$ cat src/rtl/hadbadge_flash_arbiter_if.sv
// ---------------------------------------------------------------------------
// hadbadge_flash_arbiter_if
// Bundle of the two requester SPI ports, the shared flash pins and the
// grant/busy status of the flash arbiter.
//   slave  : seen by the arbiter (requests/pins in, grants/flash pins out)
//   master : seen by whatever drives the requesters and models the flash
// Signals:
//   m0_req/m1_req          ownership request per requester
//   m0_gnt/m1_gnt          registered grant, one-hot or zero
//   mX_cs/mX_sck/mX_mosi   requester SPI pins (cs active-low)
//   m0_miso/m1_miso        flash data returned to each requester
//   flash_cs/sck/mosi      shared flash pins (cs active-low)
//   flash_miso             flash data out
//   busy                   arbiter not idle
// ---------------------------------------------------------------------------
interface hadbadge_flash_arbiter_if;
    logic m0_req, m1_req;
    logic m0_gnt, m1_gnt;
    logic m0_cs, m0_sck, m0_mosi;
    logic m1_cs, m1_sck, m1_mosi;
    logic m0_miso, m1_miso;
    logic flash_cs, flash_sck, flash_mosi;
    logic flash_miso;
    logic busy;

    modport slave (
        input  m0_req, m1_req,
        input  m0_cs, m0_sck, m0_mosi,
        input  m1_cs, m1_sck, m1_mosi,
        input  flash_miso,
        output m0_gnt, m1_gnt,
        output m0_miso, m1_miso,
        output flash_cs, flash_sck, flash_mosi,
        output busy
    );

    modport master (
        output m0_req, m1_req,
        output m0_cs, m0_sck, m0_mosi,
        output m1_cs, m1_sck, m1_mosi,
        output flash_miso,
        input  m0_gnt, m1_gnt,
        input  m0_miso, m1_miso,
        input  flash_cs, flash_sck, flash_mosi,
        input  busy
    );
endinterface

$ cat src/rtl/hadbadge_flash_arbiter.sv
// ---------------------------------------------------------------------------
// hadbadge_flash_arbiter
// Shares one SPI flash between the USB bootloader SPI master (m0) and a
// secondary master (m1). A requester owns the flash pins from grant until it
// has dropped its request with its chip select high; the flash chip select
// is then held high for a guard interval before anyone else can own it.
// Simultaneous requests from idle are resolved round robin.
// Ports:
//   clk     48 MHz system clock
//   resetn  asynchronous active-low reset
//   bus     hadbadge_flash_arbiter_if.slave (requests, grants, SPI pins)
// Parameter:
//   GUARD_CYCLES  cycles spent in GUARD after a release (1..255)
// ---------------------------------------------------------------------------
module hadbadge_flash_arbiter #(
    parameter int GUARD_CYCLES = 4
) (
    input  logic                        clk,
    input  logic                        resetn,
    hadbadge_flash_arbiter_if.slave     bus
);

    typedef enum logic [1:0] {
        IDLE  = 2'd0,
        OWN0  = 2'd1,
        OWN1  = 2'd2,
        GUARD = 2'd3
    } state_t;

    localparam logic [7:0] GUARD_LOAD = 8'(GUARD_CYCLES - 1);

    state_t     state, state_nxt;
    logic [7:0] guard_cnt, guard_cnt_nxt;
    logic       last_owner, last_owner_nxt;
    // Low for the first edge after reset release so that no grant can be
    // issued before the second rising edge.
    logic       ready;
    logic       m0_gnt_q, m1_gnt_q;

    // ---------------- state register ----------------
    always_ff @(posedge clk or negedge resetn) begin
        if (!resetn) begin
            state      <= IDLE;
            guard_cnt  <= 8'd0;
            last_owner <= 1'b1;
            ready      <= 1'b0;
            m0_gnt_q   <= 1'b0;
            m1_gnt_q   <= 1'b0;
        end else begin
            state      <= state_nxt;
            guard_cnt  <= guard_cnt_nxt;
            last_owner <= last_owner_nxt;
            ready      <= 1'b1;
            m0_gnt_q   <= (state_nxt == OWN0);
            m1_gnt_q   <= (state_nxt == OWN1);
        end
    end

    // ---------------- next state ----------------
    always_comb begin
        state_nxt      = state;
        guard_cnt_nxt  = guard_cnt;
        last_owner_nxt = last_owner;
        unique case (state)
            IDLE: begin
                if (ready) begin
                    if (bus.m0_req && bus.m1_req)
                        // Tie goes to whoever did not own last.
                        state_nxt = last_owner ? OWN0 : OWN1;
                    else if (bus.m0_req)
                        state_nxt = OWN0;
                    else if (bus.m1_req)
                        state_nxt = OWN1;
                end
            end
            OWN0: begin
                // Release only with cs high so an in-flight transfer is
                // never cut short by an early request drop.
                if (!bus.m0_req && bus.m0_cs) begin
                    state_nxt      = GUARD;
                    guard_cnt_nxt  = GUARD_LOAD;
                    last_owner_nxt = 1'b0;
                end
            end
            OWN1: begin
                if (!bus.m1_req && bus.m1_cs) begin
                    state_nxt      = GUARD;
                    guard_cnt_nxt  = GUARD_LOAD;
                    last_owner_nxt = 1'b1;
                end
            end
            GUARD: begin
                if (guard_cnt == 8'd0)
                    state_nxt = IDLE;
                else
                    guard_cnt_nxt = guard_cnt - 8'd1;
            end
            default: state_nxt = IDLE;
        endcase
    end

    // ---------------- pin mux ----------------
    // Driven from the state register alone, so reset forces the idle pin
    // values immediately without waiting for a clock edge.
    logic fcs, fsck, fmosi, miso0, miso1;

    always_comb begin
        fcs   = 1'b1;
        fsck  = 1'b0;
        fmosi = 1'b0;
        miso0 = 1'b0;
        miso1 = 1'b0;
        unique case (state)
            OWN0: begin
                fcs   = bus.m0_cs;
                fsck  = bus.m0_sck;
                fmosi = bus.m0_mosi;
                miso0 = bus.flash_miso;
            end
            OWN1: begin
                fcs   = bus.m1_cs;
                fsck  = bus.m1_sck;
                fmosi = bus.m1_mosi;
                miso1 = bus.flash_miso;
            end
            default: ;
        endcase
    end

    assign bus.flash_cs   = fcs;
    assign bus.flash_sck  = fsck;
    assign bus.flash_mosi = fmosi;
    assign bus.m0_miso    = miso0;
    assign bus.m1_miso    = miso1;
    assign bus.m0_gnt     = m0_gnt_q;
    assign bus.m1_gnt     = m1_gnt_q;
    assign bus.busy       = (state != IDLE);

endmodule

$ cat src/flat_wrapper.sv
// flat-port wrapper written by rule: the top's interface ports become plain ports
module hadbadge_flash_arbiter_flat 
#(
    parameter int GUARD_CYCLES = 4
)
  (clk, resetn, bus_m0_req, bus_m1_req, bus_m0_cs, bus_m0_sck, bus_m0_mosi, bus_m1_cs, bus_m1_sck, bus_m1_mosi, bus_flash_miso, bus_m0_gnt, bus_m1_gnt, bus_m0_miso, bus_m1_miso, bus_flash_cs, bus_flash_sck, bus_flash_mosi, bus_busy);
  hadbadge_flash_arbiter_if bus_i ();
  input  logic clk;
  input  logic resetn;
  input wire logic [$bits(bus_i.m0_req)-1:0] bus_m0_req;
  input wire logic [$bits(bus_i.m1_req)-1:0] bus_m1_req;
  input wire logic [$bits(bus_i.m0_cs)-1:0] bus_m0_cs;
  input wire logic [$bits(bus_i.m0_sck)-1:0] bus_m0_sck;
  input wire logic [$bits(bus_i.m0_mosi)-1:0] bus_m0_mosi;
  input wire logic [$bits(bus_i.m1_cs)-1:0] bus_m1_cs;
  input wire logic [$bits(bus_i.m1_sck)-1:0] bus_m1_sck;
  input wire logic [$bits(bus_i.m1_mosi)-1:0] bus_m1_mosi;
  input wire logic [$bits(bus_i.flash_miso)-1:0] bus_flash_miso;
  output wire logic [$bits(bus_i.m0_gnt)-1:0] bus_m0_gnt;
  output wire logic [$bits(bus_i.m1_gnt)-1:0] bus_m1_gnt;
  output wire logic [$bits(bus_i.m0_miso)-1:0] bus_m0_miso;
  output wire logic [$bits(bus_i.m1_miso)-1:0] bus_m1_miso;
  output wire logic [$bits(bus_i.flash_cs)-1:0] bus_flash_cs;
  output wire logic [$bits(bus_i.flash_sck)-1:0] bus_flash_sck;
  output wire logic [$bits(bus_i.flash_mosi)-1:0] bus_flash_mosi;
  output wire logic [$bits(bus_i.busy)-1:0] bus_busy;
  assign bus_i.m0_req = bus_m0_req;
  assign bus_i.m1_req = bus_m1_req;
  assign bus_i.m0_cs = bus_m0_cs;
  assign bus_i.m0_sck = bus_m0_sck;
  assign bus_i.m0_mosi = bus_m0_mosi;
  assign bus_i.m1_cs = bus_m1_cs;
  assign bus_i.m1_sck = bus_m1_sck;
  assign bus_i.m1_mosi = bus_m1_mosi;
  assign bus_i.flash_miso = bus_flash_miso;
  assign bus_m0_gnt = bus_i.m0_gnt;
  assign bus_m1_gnt = bus_i.m1_gnt;
  assign bus_m0_miso = bus_i.m0_miso;
  assign bus_m1_miso = bus_i.m1_miso;
  assign bus_flash_cs = bus_i.flash_cs;
  assign bus_flash_sck = bus_i.flash_sck;
  assign bus_flash_mosi = bus_i.flash_mosi;
  assign bus_busy = bus_i.busy;
  hadbadge_flash_arbiter #(.GUARD_CYCLES(GUARD_CYCLES)) u_core (.clk(clk), .resetn(resetn), .bus(bus_i));
endmodule
$ cat config.mk
export PLATFORM = sky130hd
export DESIGN_NAME = hadbadge_flash_arbiter_flat
export DESIGN_NICKNAME = d
export VERILOG_FILES = /design/src/rtl/hadbadge_flash_arbiter_if.sv /design/src/rtl/hadbadge_flash_arbiter.sv /design/src/flat_wrapper.sv
export SDC_FILE = /design/constraint.sdc
export NUM_CORES = 1
export LEC_CHECK = 0
export BUFFER_PORTS_ARGS = -buffer_cell sky130_fd_sc_hd__buf_2
export CELL_PAD_IN_SITES_DETAIL_PLACEMENT = 1
export CELL_PAD_IN_SITES_GLOBAL_PLACEMENT = 2
export CORE_ASPECT_RATIO = 0.7
export CORE_MARGIN = 2
export CORE_UTILIZATION = 35
export CTS_CLUSTER_SIZE = 25
export DETAILED_ROUTE_END_ITERATION = 8
export PLACE_DENSITY = 0.94
export SYNTH_ARGS = -nofsm -noshare
export SYNTH_HDL_FRONTEND = slang
export SYNTH_SLANG_ARGS = --single-unit
export TNS_END_PERCENT = 20
$ cat constraint.sdc
create_clock -name clk -period 4.9 [get_ports clk]
set_clock_uncertainty 0.1 [all_clocks]
set_input_delay 0.245 -clock clk [delete_from_list [all_inputs] [get_ports clk]]
set_output_delay 0.245 -clock clk [all_outputs]
set_load 0.02 [all_outputs]
==> flow_summary_export.csv, run 1 <==
group,metric,value,unit
run_status,status,"finished clean",
finish,utilization,43.1,%
worst_setup_path,path_cells,"inv_1 -> ha_1 -> a221oi_1 -> nand2_1 -> o41ai_1",
worst_hold_path,hp-class,"in -> reg",
timing,worst-slew-pin-transition,0.800,ns
power_and_ir_drop,p_leak,0.000554,uW
floorplanning,die_h,48.3,um
global_route,grt_pass1_vias,859,
clock_tree,cts.clk_slew.worst_paths,0.06,ns
place,dp_cells,156,
finish,syn2layout_area_growth,19.7,%
global_route,grt_use_met3,4.85,%
global_route,grt_use_total,17.9,%
worst_setup_path,ff2ff_path_depth,5,
timing,rsz0062_at_grt,"no",
global_route,grt_pass1_wl,4190,um
worst_setup_path,rr_endpoint,"u_core.guard_cnt[7]",
place,port_buffers,18,
clock_tree,cts.path.max_buffers,2,
synthesis,synth_nets,122,
finish,antenna_cells,0,
synthesis,yosysUniqueCellTypes,42,
synthesis,syn_area,980,um^2
global_route,grt.overflow.total,0,
clock_tree,cts_tree,"built",
worst_setup_path,cp_top_family,"compound AO/OA/AOI/OAI gates",
job,cap_viol_max_count,0,
worst_setup_path,rrSetupSlack,2.63,ns
detailed_routing,drt_wl_total,2580,um
clock_tree,cts_num_sinks,14,
global_route,grt_busiest_layer,"met2",
clock_tree,cts_max_level,1,
synthesis,post_synth.cell_area_avg,9.42,um^2
power_and_ir_drop,power_density,650,nW/um^2
place,place_hpwl,1990,um
timing,relSlewSlack,46.2,%
worst_setup_path,reg2reg_from,"u_core.state[1]",
finish,final_common_cell,"buf_2",
detailed_routing,vias_per_cell,5.44,
detailed_routing,first_iter_violations,17,
detailed_routing,vias,876,
clock_tree,cts_resized,0,
place,gp_congestion,0.789,
global_route,grt_max_degree,15,
global_route,use_met1,23.4,%
floorplanning,die_x,67.2,um
worst_setup_path,cp-endpoint,"u_core.guard_cnt[7]",
synthesis,synth_warnings,0,
clock_tree,clockRootBuffer,"clkbuf_8",
power_and_ir_drop,ir_drop,0.000237,V
detailed_routing,route.detailed.drc,0,
detailed_routing,wl_per_cell,16.0,um
worst_setup_path,crit_arrival,2.31,ns
timing,fmax,0.440,GHz
worst_setup_path,timing.critical_path.from,"u_core.state[1]",
finish,nets,144,
worst_setup_path,max_stage_delay,0.69,ns
worst_setup_path,critPathKind,"reg -> reg",
synthesis,synth_cells,104,
floorplanning,core,2720,um^2
place,place_ws,2.60,ns
clock_tree,clock_latency,0.25,ns
timing,hold_viol,0,
timing,period_share,46.4,%
finish,drive_above_1_share,24.0,%
detailed_routing,ant_nets,0,
floorplanning,die_area,3250,um^2
finish,mostFrequentLayoutCells,"18 x buf_2, 13 x dfrtp_1, 9 x nand2_1",
timing,setup_viol,0,
floorplanning,fp-row-count,16,
worst_setup_path,end_kind,"flip-flop",
worst_setup_path,startpoint_type,"flip-flop",
timing,finalSetupTns,0,ns
timing,slew_viol_final,0,
synthesis,synth_seq_cells,14,
global_route,grtUsageMet2,30.5,%
worst_setup_path,path_buf_inv,1,
timing,layout_min_cycle_time,2.27,ns
worst_setup_path,worst_path_max_delay_cell,"a221oi_1",
floorplanning,initial_core_util,36.0,%
global_route,grt_antenna_before_repair,0,
finish,instances_no_fill,161,
worst_setup_path,cp_max_fo,10,
worst_setup_path,cp.required,4.94,ns
clock_tree,cts_buffers,3,
floorplanning,ios,19,
worst_setup_path,cp.depth,5,
synthesis,yosysSeqAreaShare,35.9,%
detailed_routing,drtPass1Iterations,4,
timing,fin_ws,2.63,ns
[worst min-delay path by stage]
stage | start | endpoint | slack, ns | cells past startpoint
floorplan | resetn | u_core.bus.m0_gnt | -0.15 | 0
global placement | resetn | u_core.guard_cnt[3] | 0.06 | 1
detailed placement | resetn | u_core.guard_cnt[4] | 0.07 | 1
CTS | bus_m0_req | u_core.state[1] | 0.28 | 3
global route | bus_m0_req | u_core.state[1] | 0.30 | 3
finish | bus_m0_req | u_core.state[1] | 0.28 | 3
[synthesized netlist by cell type]
cell type  number  area (um^2)
dfrtp_1        13          325
nand2_1         9         33.8
ha_1            7         87.6
inv_1           6         22.5
nor2_1          6         22.5
o21ai_0         6         30.0
nand2b_1        5         31.3
a22oi_1         4         30.0
and2_1          4         25.0
a21boi_0        3         22.5
a21oi_1         3         15.0
mux2i_1         3         30.0
a221o_1         2         20.0
clkbuf_1        2         7.51
nand3_1         2         10.0
nand4_1         2         12.5
nor2b_1         2         12.5
a21bo_2         1         10.0
a21boi_1        1         7.51
a221oi_1        1         8.76
a22o_1          1         8.76
a31o_2          1         8.76
a32oi_1         1         8.76
and3b_1         1         8.76
conb_1          1         3.75
dfstp_2         1         26.3
nand2b_4        1         13.8
nand4b_1        1         8.76
nor3_1          1         5.00
nor4_1          1         6.26
nor4bb_1        1         10.0
o2111a_1        1         11.3
o311ai_2        1         16.3
o31ai_1         1         7.51
o31ai_2         1         12.5
o41a_1          1         11.3
o41ai_1         1         8.76
or2_2           1         6.26
or2b_1          1         7.51
or3_1           1         6.26
or4_1           1         7.51
or4_4           1         11.3
[kinds of logic (layout without fill, tap and decap cells)]
group	after synthesis	after routing	share of synthesized area, %
other	1	1	0.383
DFF	14	14	35.9
muxes	3	3	3.07
AOI/OAI and AO/OA	30	30	24.3
adders and majority gates	7	7	8.94
and+or+nand+nor	41	41	24.4
buffers and inverters	8	29	3.07
[layout make-up]
class	count	area [um^2]
inverters	6	22.5
flip-flops and latches	14	352
multi-input cells	82	598
clock buffers	4	55.1
repair buffers	19	100
well taps	36	45.0
fillers	341	1550
[state kept, by name, indices dropped and copies added, names as in the netlist]
name	count
u_core.guard_cnt	8
u_core.state	2
u_core.bus.m0_gnt	1
u_core.bus.m1_gnt	1
u_core.last_owner	1
u_core.ready	1
[layer usage]
layer  vias up  wire length, um  share of wire [%]
li1        425                -                  -
met2        12             1290                 50
met5         -                0                  0
met1       437             1210                 47
met4         0               13               0.50
met3         2               68                2.6
[power breakdown]
part | total (uW) | leakage, uW | internal, uW | switching (uW)
clock network | 114 | 0.0000288 | 71.2 | 42.8
registers | 199 | 0.000175 | 157 | 42.0
logic | 448 | 0.000350 | 179 | 270
[through the flow]
step / hold slack [ns] / power, uW / instance area, um^2
2_1_floorplan: -0.151 / 518 / 980
3_3_place_gp: 0.0633 / 624 / 1110
3_5_place_dp: 0.0651 / 650 / 1110
4_1_cts: 0.282 / 768 / 1170
5_1_grt: 0.299 / 827 / 1170
6_report: 0.278 / 762 / 1170
[tightest hold or removal path, stage by stage]
cell	delay, ns
buf_2	0.10
a31o_2	0.15
a32oi_1	0.07
[timing repair]
| action | 4_1_cts | 5_1_grt |
|---|---|---|
| hold endpoints to repair | 13 | 0 |
| buffers inserted | 0 | 0 |
| hold buffers | 1 | 0 |
Power figures use the tool's default switching activity.
==> run 2, diff against run 1 <==
--- a/config.mk
+++ b/config.mk
@@ -10,10 +10,10 @@
 export CELL_PAD_IN_SITES_GLOBAL_PLACEMENT = 2
 export CORE_ASPECT_RATIO = 0.7
 export CORE_MARGIN = 2
-export CORE_UTILIZATION = 35
+export CORE_UTILIZATION = 33
 export CTS_CLUSTER_SIZE = 25
 export DETAILED_ROUTE_END_ITERATION = 8
-export PLACE_DENSITY = 0.94
+export PLACE_DENSITY = 0.9
 export SYNTH_ARGS = -nofsm -noshare
 export SYNTH_HDL_FRONTEND = slang
 export SYNTH_SLANG_ARGS = --single-unit
==> constraint.sdc (replaced) <==
create_clock -name clk -period 2.1 [get_ports clk]
set_clock_uncertainty 0.1 [all_clocks]
set_input_delay 0.105 -clock clk [delete_from_list [all_inputs] [get_ports clk]]
set_output_delay 0.105 -clock clk [all_outputs]
set_load 0.02 [all_outputs]
==> flow_summary_export.csv, run 2 (same netlist as run 1, synthesis figures left out) <==
group,metric,value,unit
worst_setup_path,critPathKind,"reg -> reg",
clock_tree,cts.path.max_buffers,2,
place,port_buffers,18,
detailed_routing,drtPass1Iterations,4,
worst_hold_path,hp-class,"in -> reg",
timing,hold_viol,0,
detailed_routing,first_iter_violations,29,
floorplanning,core,2800,um^2
finish,antenna_cells,0,
power_and_ir_drop,p_total,1870,uW
global_route,grt_max_degree,15,
timing,period_share,97.7,%
detailed_routing,vias,903,
finish,syn2layout_area_growth,24.8,%
place,place_hpwl,1990,um
finish,drive_above_1_share,30.0,%
place,place_ws,0.00348,ns
floorplanning,ios,19,
clock_tree,cts_tree,"built",
global_route,grt_antenna_before_repair,0,
detailed_routing,route.detailed.drc,0,
finish,mostFrequentLayoutCells,"18 x buf_2, 11 x dfrtp_1, 9 x nand2_1",
run_status,status,"finished clean",
finish,reg_top3,"u_core.guard_cnt (8), u_core.state (2)",
finish,stdcell_area,1220,um^2
power_and_ir_drop,power_density,1530,nW/um^2
clock_tree,cts_buffers,3,
finish,largest-register,"u_core.guard_cnt",
clock_tree,cts_num_sinks,14,
worst_setup_path,end_kind,"flip-flop",
floorplanning,initial_core_util,35.0,%
floorplanning,die_x,69.1,um
place,dp_cells,161,
detailed_routing,wl_per_cell,15.7,um
detailed_routing,drt_wl_total,2610,um
finish,largest_reg_flops,8,
timing,layout_min_cycle_time,2.05,ns
timing,finalSetupTns,0,ns
timing,fin_ws,0.0491,ns
power_and_ir_drop,ir_drop,0.000601,V
floorplanning,die_area,3430,um^2
finish,instances_no_fill,166,
worst_setup_path,startpoint_type,"flip-flop",
detailed_routing,ant_nets,0,
clock_tree,cts.clk_slew.worst_paths,0.06,ns
finish,final_common_cell,"buf_2",
detailed_routing,vias_per_cell,5.44,
timing,fmax,0.488,GHz
timing,setup_viol,0,
place,place_area,1140,um^2
finish,nets,149,
floorplanning,fp-row-count,16,
worst_setup_path,cp_max_fo,7,
global_route,grt_use_total,17.3,%
global_route,grt_pass1_wl,4730,um
power_and_ir_drop,p_leak,0.000581,uW
clock_tree,clock_latency,0.25,ns
timing,slew_viol_final,0,
job,cap_viol_max_count,0,
worst_setup_path,crit_arrival,2.06,ns
global_route,grt_pass1_vias,940,
worst_setup_path,cp.required,2.11,ns
floorplanning,die_h,49.6,um
place,gp_congestion,0.846,
clock_tree,clockRootBuffer,"clkbuf_8",
clock_tree,cts_max_level,1,
global_route,grt.overflow.total,0,
==> run 2: critical path, stage by stage (launching register included) <==
cell and delay (ns):
dfrtp_1 0.44, or4_4 0.61, o41a_1 0.33, o21ai_0 0.30, o41ai_2 0.13
==> run 2: metrics by stage <==
step                util (%)  hold slack (ns)
global placement        40.8          -0.0818
CTS                     43.2            0.133
floorplan                  -           -0.291
global route            43.6            0.164
finish                  43.6            0.138
detailed placement      40.8          -0.0742
==> run 2: layout make-up <==
class / count / area [um^2]
fill: 336 / 1580
clock buffer: 4 / 55.1
tap: 36 / 45.0
inverter: 6 / 22.5
multi-input combinational: 82 / 608
timing repair buffer: 24 / 138
sequential: 14 / 354
==> run 2: final timing paths <==
kind,slack (ns),depth (start not counted),startpoint,to
worst max-delay path,0.05,4,u_core.guard_cnt[2],u_core.guard_cnt[7]
worst min-delay path,0.14,3,bus_m0_req,u_core.state[1]
worst max register to register,0.05,4,u_core.guard_cnt[2],u_core.guard_cnt[7]
worst min register to register,0.42,1,u_core.guard_cnt[7],u_core.guard_cnt[7]
max in group asynchronous,1.43,2,resetn,u_core.last_owner
min in group asynchronous,0.18,2,resetn,u_core.guard_cnt[3]
==> run 2: where the power goes <==
part           leakage (uW)  total, uW  switching [uW]  internal (uW)
Sequential         0.000173        463            93.0            370
Combinational      0.000379       1140             654            491
Clock             0.0000288        263            97.0            166
==> run 2: metal layers <==
metal | GRT usage (%) | share of wire [%] | vias to the layer above | routed length [um]
li1 | - | - | 433 | -
met1 | 24.1 | 50 | 449 | 1310
met2 | 26.8 | 45 | 17 | 1170
met3 | 4.91 | 4.1 | 4 | 107
met4 | 3.92 | 1.1 | 0 | 29
met5 | 0 | 0 | - | 0
==> run 2: what timing repair did <==
action,4_1_cts,5_1_grt
buffers inserted,0,0
gates resized for setup,1,3
pin swaps,0,1
endpoints found under the hold margin,14,0
endpoints found under the setup margin,1,2
hold buffers,1,0
